===== src/rtl/cbs_conv3x3_act_if.sv =====
// Handshake, window and config bundle between the CBS window front-end and the conv/BN/activation stage.
interface cbs_conv3x3_act_if;
  logic               in_valid;
  logic               in_ready;
  logic [71:0]        window;
  logic               cfg_we;
  logic [3:0]         cfg_addr;
  logic [15:0]        cfg_data;
  logic               cfg_err;
  logic               out_valid;
  logic               out_ready;
  logic signed [7:0]  out_data;

  modport master (
    output in_valid, window, cfg_we, cfg_addr, cfg_data, out_ready,
    input  in_ready, cfg_err, out_valid, out_data
  );

  modport slave (
    input  in_valid, window, cfg_we, cfg_addr, cfg_data, out_ready,
    output in_ready, cfg_err, out_valid, out_data
  );
endinterface


===== src/rtl/cbs_conv3x3_act.sv =====
// Serial 3x3 conv (one tap per cycle) + folded batch-norm + activation, one signed 8-bit feature per window.
// Build option: define CBS_SILU_EN for hard-SiLU activation; default is ReLU.
module cbs_conv3x3_act #(
  parameter int unsigned ACC_W     = 24,
  parameter int unsigned SCALE_SH  = 8,
  parameter int unsigned FRAC_BITS = 4
) (
  input logic              clk,
  input logic              reset,
  cbs_conv3x3_act_if.slave bus
);
  localparam int unsigned NTAP  = 9;
  localparam int unsigned PIX_W = 8;
  localparam int unsigned PRD_W = 17;
  localparam int unsigned CFG_W = 16;
  localparam int unsigned BN_W  = 40;
  localparam int unsigned ACT_W = 2 * ACC_W;
  localparam int unsigned OUT_W = 8;

  typedef enum logic [2:0] {
    S_IDLE = 3'd0,
    S_MAC  = 3'd1,
    S_BN   = 3'd2,
    S_ACT  = 3'd3,
    S_HOLD = 3'd4
  } state_t;

  state_t r_state, w_state_nxt;

  logic [PIX_W-1:0]        r_pix [NTAP];
  logic signed [7:0]       r_w   [NTAP];
  logic signed [CFG_W-1:0] r_scale;
  logic signed [CFG_W-1:0] r_bias;
  logic [3:0]              r_tap;
  logic signed [ACC_W-1:0] r_acc;
  logic signed [ACC_W-1:0] r_z;
  logic                    r_in_ready;
  logic                    r_out_valid;
  logic signed [OUT_W-1:0] r_out_data;
  logic                    r_cfg_err;

  logic w_accept, w_cfg_wr, w_cfg_drop;

  // State register
  always_ff @(posedge clk or posedge reset) begin
    if (reset) r_state <= S_IDLE;
    else       r_state <= w_state_nxt;
  end

  // Next-state and control strobes; config only lands in IDLE when no window is taken the same cycle
  always_comb begin
    w_state_nxt = r_state;
    w_accept    = 1'b0;
    w_cfg_wr    = 1'b0;
    w_cfg_drop  = 1'b0;
    case (r_state)
      S_IDLE: begin
        if (bus.in_valid) begin
          w_accept    = 1'b1;
          w_state_nxt = S_MAC;
        end
        w_cfg_wr = bus.cfg_we & ~bus.in_valid;
      end
      S_MAC:   if (r_tap == 4'd8) w_state_nxt = S_BN;
      S_BN:    w_state_nxt = S_ACT;
      S_ACT:   w_state_nxt = S_HOLD;
      S_HOLD:  if (bus.out_ready) w_state_nxt = S_IDLE;
      default: w_state_nxt = S_IDLE;
    endcase
    w_cfg_drop = bus.cfg_we & ~w_cfg_wr;
  end

  // MAC: unsigned pixel times signed weight, sign-extended into the accumulator
  logic signed [PRD_W-1:0] w_prod;
  logic signed [ACC_W-1:0] w_prod_ext;
  assign w_prod     = $signed({1'b0, r_pix[r_tap]}) * r_w[r_tap];
  assign w_prod_ext = {{(ACC_W-PRD_W){w_prod[PRD_W-1]}}, w_prod};

  // Batch-norm in a 40-bit intermediate, saturated back to ACC_W
  logic signed [BN_W-1:0]  w_acc_ext, w_scale_ext, w_bias_ext, w_bn_prod, w_bn_sum;
  logic                    w_bn_fits;
  logic signed [ACC_W-1:0] w_z_nxt;
  assign w_acc_ext   = {{(BN_W-ACC_W){r_acc[ACC_W-1]}}, r_acc};
  assign w_scale_ext = {{(BN_W-CFG_W){r_scale[CFG_W-1]}}, r_scale};
  assign w_bias_ext  = {{(BN_W-CFG_W){r_bias[CFG_W-1]}}, r_bias};
  assign w_bn_prod   = w_acc_ext * w_scale_ext;
  assign w_bn_sum    = (w_bn_prod >>> SCALE_SH) + w_bias_ext;
  assign w_bn_fits   = (&w_bn_sum[BN_W-1:ACC_W-1]) | ~(|w_bn_sum[BN_W-1:ACC_W-1]);
  assign w_z_nxt     = w_bn_fits          ? w_bn_sum[ACC_W-1:0] :
                       w_bn_sum[BN_W-1]   ? {1'b1, {(ACC_W-1){1'b0}}} :
                                            {1'b0, {(ACC_W-1){1'b1}}};

  // Activation on z, then drop fractional bits and saturate to 8 bits
  logic signed [ACT_W-1:0] w_z_ext, w_y, w_y_sh;
  logic                    w_y_fits;
  logic signed [OUT_W-1:0] w_out8;
  assign w_z_ext = {{(ACT_W-ACC_W){r_z[ACC_W-1]}}, r_z};

`ifdef CBS_SILU_EN
  localparam logic signed [ACT_W-1:0] FOUR_ONE = ACT_W'(4 << FRAC_BITS);
  logic signed [ACT_W-1:0] w_sq;
  assign w_sq = w_z_ext * (w_z_ext + FOUR_ONE);
  always_comb begin
    w_y = '0;
    if (w_z_ext <= -FOUR_ONE)     w_y = '0;
    else if (w_z_ext >= FOUR_ONE) w_y = w_z_ext;
    else                          w_y = w_sq >>> (FRAC_BITS + 3);
  end
`else
  assign w_y = w_z_ext[ACT_W-1] ? '0 : w_z_ext;
`endif

  assign w_y_sh   = w_y >>> FRAC_BITS;
  assign w_y_fits = (&w_y_sh[ACT_W-1:OUT_W-1]) | ~(|w_y_sh[ACT_W-1:OUT_W-1]);
  assign w_out8   = w_y_fits          ? w_y_sh[OUT_W-1:0] :
                    w_y_sh[ACT_W-1]   ? 8'sh80 : 8'sh7f;

  // Datapath, config bank and registered outputs
  always_ff @(posedge clk or posedge reset) begin
    if (reset) begin
      for (int k = 0; k < NTAP; k++) begin
        r_pix[k] <= '0;
        r_w[k]   <= '0;
      end
      r_scale     <= 16'sd256;
      r_bias      <= '0;
      r_tap       <= '0;
      r_acc       <= '0;
      r_z         <= '0;
      r_in_ready  <= 1'b1;
      r_out_valid <= 1'b0;
      r_out_data  <= '0;
      r_cfg_err   <= 1'b0;
    end else begin
      r_in_ready <= (w_state_nxt == S_IDLE);
      r_cfg_err  <= w_cfg_drop;

      if (w_cfg_wr) begin
        if (bus.cfg_addr < 4'd9)       r_w[bus.cfg_addr] <= bus.cfg_data[7:0];
        else if (bus.cfg_addr == 4'd9)  r_scale <= bus.cfg_data;
        else if (bus.cfg_addr == 4'd10) r_bias  <= bus.cfg_data;
      end

      case (r_state)
        S_IDLE: if (w_accept) begin
          for (int k = 0; k < NTAP; k++) r_pix[k] <= bus.window[PIX_W*k +: PIX_W];
          r_acc <= '0;
          r_tap <= '0;
        end
        S_MAC: begin
          r_acc <= r_acc + w_prod_ext;
          r_tap <= r_tap + 4'd1;
        end
        S_BN:  r_z <= w_z_nxt;
        S_ACT: begin
          r_out_data  <= w_out8;
          r_out_valid <= 1'b1;
        end
        S_HOLD: if (bus.out_ready) r_out_valid <= 1'b0;
        default: ;
      endcase
    end
  end

  assign bus.in_ready  = r_in_ready;
  assign bus.out_valid = r_out_valid;
  assign bus.out_data  = r_out_data;
  assign bus.cfg_err   = r_cfg_err;
endmodule


===== src/flat_wrapper.sv =====
// flat-port wrapper written by rule: the top's interface ports become plain ports
module cbs_conv3x3_act_flat 
#(
  parameter int unsigned ACC_W     = 24,
  parameter int unsigned SCALE_SH  = 8,
  parameter int unsigned FRAC_BITS = 4
)
  (clk, reset, bus_in_valid, bus_window, bus_cfg_we, bus_cfg_addr, bus_cfg_data, bus_out_ready, bus_in_ready, bus_cfg_err, bus_out_valid, bus_out_data);
  cbs_conv3x3_act_if bus_i ();
  input logic clk;
  input logic reset;
  input wire logic [$bits(bus_i.in_valid)-1:0] bus_in_valid;
  input wire logic [$bits(bus_i.window)-1:0] bus_window;
  input wire logic [$bits(bus_i.cfg_we)-1:0] bus_cfg_we;
  input wire logic [$bits(bus_i.cfg_addr)-1:0] bus_cfg_addr;
  input wire logic [$bits(bus_i.cfg_data)-1:0] bus_cfg_data;
  input wire logic [$bits(bus_i.out_ready)-1:0] bus_out_ready;
  output wire logic [$bits(bus_i.in_ready)-1:0] bus_in_ready;
  output wire logic [$bits(bus_i.cfg_err)-1:0] bus_cfg_err;
  output wire logic [$bits(bus_i.out_valid)-1:0] bus_out_valid;
  output wire logic [$bits(bus_i.out_data)-1:0] bus_out_data;
  assign bus_i.in_valid = bus_in_valid;
  assign bus_i.window = bus_window;
  assign bus_i.cfg_we = bus_cfg_we;
  assign bus_i.cfg_addr = bus_cfg_addr;
  assign bus_i.cfg_data = bus_cfg_data;
  assign bus_i.out_ready = bus_out_ready;
  assign bus_in_ready = bus_i.in_ready;
  assign bus_cfg_err = bus_i.cfg_err;
  assign bus_out_valid = bus_i.out_valid;
  assign bus_out_data = bus_i.out_data;
  cbs_conv3x3_act #(.ACC_W(ACC_W), .SCALE_SH(SCALE_SH), .FRAC_BITS(FRAC_BITS)) u_core (.clk(clk), .reset(reset), .bus(bus_i));
endmodule

===== config.mk =====
export PLATFORM = sky130hd
export DESIGN_NAME = cbs_conv3x3_act_flat
export DESIGN_NICKNAME = d
export VERILOG_FILES = /design/src/rtl/cbs_conv3x3_act_if.sv /design/src/rtl/cbs_conv3x3_act.sv /design/src/flat_wrapper.sv
export SDC_FILE = /design/constraint.sdc
export NUM_CORES = 2
export LEC_CHECK = 0
export CORE_AREA = 2 2 271 273
export CTS_CLUSTER_DIAMETER = 150
export DETAILED_ROUTE_END_ITERATION = 10
export DIE_AREA = 0 0 273 275
export HOLD_SLACK_MARGIN = 0.05
export REMOVE_ABC_BUFFERS = 1
export SLEW_MARGIN = 25
export SYNTH_ARGS = -nofsm -noshare
export SYNTH_HDL_FRONTEND = slang
export SYNTH_SLANG_ARGS = --single-unit

===== constraint.sdc =====
create_clock -name clk -period 8.1 [get_ports clk]
set_input_delay 1.215 -clock clk [delete_from_list [all_inputs] [get_ports clk]]
set_output_delay 1.215 -clock clk [all_outputs]
set_load 0.01 [all_outputs]

==> flow_summary.json <==
{
  "avgRoutedWirePerCell_um": 16.4,
  "ys_ff_latch": 238,
  "clkTransAtPathRegs_ns": 0.06,
  "cts_max_level": 1,
  "root_buffer": "clkbuf_16",
  "grt_start_max_net_pins": 158,
  "critical_path_class": "register to register",
  "setup_ws_ns": -0.549,
  "peakVddDrop_v": 0.000354,
  "switchingPower_mw": 6.61,
  "synthToLayoutAreaGrowth_pct": 23.1,
  "start_util": 0.394,
  "r2r_start": "u_core.r_acc[5]",
  "io_pins": 108,
  "whs_path_depth": 2,
  "cp_common_cell": "fa_1",
  "dp_hpwl_um": 57200,
  "synthCells": 2973,
  "numCtsBuffers": 26,
  "drive_gt1_frac": 0.215,
  "post-route-util": 0.485,
  "die-area_um2": 75100,
  "ant_nets": 0,
  "port_buffers": 107,
  "gr-usage-all-layers": 0.196,
  "status": "finished with violations",
  "startpoint_type": "register",
  "p_sw_frac": 0.466,
  "min_path_type": "register to register",
  "avgSynthCellArea_um2": 9.59,
  "ys_async_sr_fraction": 1.00,
  "violations": "negative setup slack",
  "yosysWarnings": 0,
  "min_from": "u_core.r_pix[50]",
  "cellInternalPower_mw": 7.59,
  "final_area_um2": 35100,
  "dieHeight_um": 275,
  "p_clk_frac": 0.085,
  "first_pass_iters": 4,
  "holdWs_ns": 0.470,
  "finalCritPeriodShare": 1.07,
  "critPathMaxStageDelay_ns": 0.62,
  "maxCapViolCount": 0,
  "netlist_area_um2": 28500,
  "row_count": 99,
  "arrival_ns": 9.07,
  "ys_top_cells_by_area": "fa_1, dfrtp_1, ha_1, nand2_1, inv_1",
  "pwr-share-comb": 0.775,
  "diodes": 0,
  "routed_wirelength_um": 71700,
  "hold_end": "u_core.r_pix[50]",
  "grt-ovfl-total": 0,
  "end_kind": "register",
  "r2r_slack_ns": -0.55,
  "period_needed_ns": 8.65,
  "drtIter0Drc": 1069,
  "synth-edff-count": 0,
  "tns_ns": -9.80,
  "hold_viol": 0,
  "fp.dieW_um": 273,
  "synth_cell_types": 81,
  "grt_pass1_vias": 22655,
  "timing.rr.end": "u_core.r_z[17]",
  "drc": 0,
  "cp_slowest_cell": "fa_1",
  "path_max_fanout": 5,
  "timing.fmax_mhz": 116,
  "synth.largest_area_cell": "fa_1",
  "yosysSeqAreaShare": 0.209,
  "cellPowerDensity_nw_per_um2": 405,
  "clock-sinks": 238,
  "via_per_inst": 4.89,
  "dr_total_vias": 21367,
  "finalMaxSlewViolations": 0,
  "grt_setup_unrepaired": "true",
  "power_frac_seq": 0.140,
  "reg2reg_depth": 33,
  "setup_viol": 20,
  "clk_latency_ns": 0.57,
  "tightest_slew_ns": 1.00,
  "dpl_cell_area_um2": 33100,
  "crit_buf_inv": 6,
  "gp_congestion": 0.926,
  "clock_path_buffers": 3,
  "finClkSkew_ns": 0.0394,
  "antenna_found_initial": 0,
  "tritoncts": "done",
  "final_nets": 4116,
  "core_um2": 72300,
  "synthFlopType": "dfrtp_1",
  "grt_pass1_wl_um": 118000,
  "maxSlewHeadroom": 0.334,
  "cp_top_family": "adder cells",
  "power.static_leakage_nw": 17.8,
  "critPathRequiredTime_ns": 8.52,
  "synth.top_cell.area_share": 0.298
}
repair_timing:
| action | CTS | global route |
|---|---|---|
| setup endpoints to repair | 20 | 20 |
| setup buffers | 42 | 16 |
| pin swaps | 100 | 42 |
| cloned | 1 | 2 |
| hold buffers | 0 | 0 |
| gates resized for setup | 119 | 52 |
sequential cells by signal (all words and copies together), names as in the netlist:
register,count
u_core.r_pix,72
u_core.r_w,72
u_core.r_acc,24
u_core.r_z,20
u_core.r_bias,16
u_core.r_scale,16
u_core.bus.out_data,8
u_core.r_tap,4
u_core.r_state,3
u_core.bus.cfg_err,1
u_core.bus.in_ready,1
u_core.bus.out_valid,1
worst max-delay path by stage:
stage	from	to	depth (start not counted)
floorplan	u_core.r_scale[1]	u_core.r_z[17]	34
global placement	u_core.r_scale[4]	u_core.r_z[21]	37
detailed placement	u_core.r_scale[4]	u_core.r_z[21]	34
CTS	u_core.r_scale[4]	u_core.r_z[17]	35
global route	u_core.r_acc[5]	u_core.r_z[17]	34
finish	u_core.r_acc[5]	u_core.r_z[17]	33
synthesized netlist by cell type, types with 9 or more instances:
cell type / instances
dfrtp_1: 236
o211ai_2: 10
nor2b_1: 24
clkbuf_1: 111
a21oi_1: 54
mux2_2: 104
ha_1: 206
o211ai_1: 13
and3_1: 12
nand3_1: 40
mux4_2: 32
mux2i_1: 17
o21a_1: 12
inv_1: 525
fa_1: 424
xor2_1: 31
nand2b_1: 26
nand4_1: 9
nor3_1: 23
o31ai_1: 17
o21ai_1: 10
nand2_1: 531
a21o_1: 37
nor2_1: 100
and2_1: 167
o21ai_0: 48
xnor2_1: 46
layout by cell type, fill, tap and decap left out, types with 10 or more instances in the layout:
cell               n
nand2_1          528
inv_1            514
fa_1             417
buf_4            356
dfrtp_1          218
ha_1             197
and2_1           157
clkdlybuf4s50_1  107
mux2_2           104
nor2_1            92
a21oi_1           44
xnor2_1           44
o21ai_0           38
a21o_1            37
nand3_1           37
mux4_2            32
xor2_1            30
clkbuf_16         27
nand2b_1          24
buf_6             24
nor2b_1           23
dfrtp_2           18
nor3_1            17
mux2i_1           17
buf_12            17
o31ai_1           15
o21ai_1           14
o211ai_1          13
o21a_1            12
inv_2             11
o211ai_2          10
power by group through the flow:
stage          clock network (mW)  logic (mW)  registers (mW)
2_1_floorplan                   0        6.06            2.06
5_1_grt                      1.28        12.3            2.05
4_1_cts                      1.25        10.8            1.99
6_report                     1.21        11.0            1.99
3_3_place_gp                    0        10.1            2.00
3_5_place_dp                    0        10.1            2.02
layer usage:
| layer | track usage | wire length [um] | vias up |
|---|---|---|---|
| li1 | - | - | 10120 |
| met1 | 0.266 | 31900 | 10792 |
| met2 | 0.339 | 35500 | 362 |
| met3 | 0.0163 | 2450 | 93 |
| met4 | 0.0495 | 1810 | 0 |
| met5 | 0 | 0 | - |
tightest hold or removal path: cells and delay by family, from the launching register on:
kind / cells / cell delay, ns
DFF: 1 / 0.34
and+or+nand+nor: 2 / 0.10
stage by stage:
| stage | std cells | setup slack (ns) | power (mW) |
|---|---|---|---|
| global route | 4368 | -0.879 | 15.6 |
| CTS | 4353 | -0.482 | 14.0 |
| detailed placement | 4262 | -0.965 | 12.2 |
| global placement | 4262 | -0.885 | 12.1 |
| finish | 4368 | -0.549 | 14.2 |
| floorplan | 2853 | -1.19 | 8.13 |
cell families (layout without fill, tap and decap cells):
| family | after synthesis | after routing | share of synthesized area |
|---|---|---|---|
| compound gates | 257 | 257 | 0.0643 |
| xor+xnor | 77 | 77 | 0.0236 |
| fa+ha+maj | 630 | 630 | 0.388 |
| buf+inv | 646 | 1082 | 0.0855 |
| flops | 238 | 238 | 0.209 |
| mux | 153 | 153 | 0.0723 |
| simple gates | 972 | 972 | 0.157 |
layout make-up:
type	count	area [um2]
fillers	6864	37200
multi-input cells	2089	20700
flip-flops and latches	238	5980
repair buffers	508	4400
inverters	526	1980
well taps	959	1200
clock buffers	40	773
clock inverters	8	85.1
Note: power is estimated with default switching activity, not from simulation.
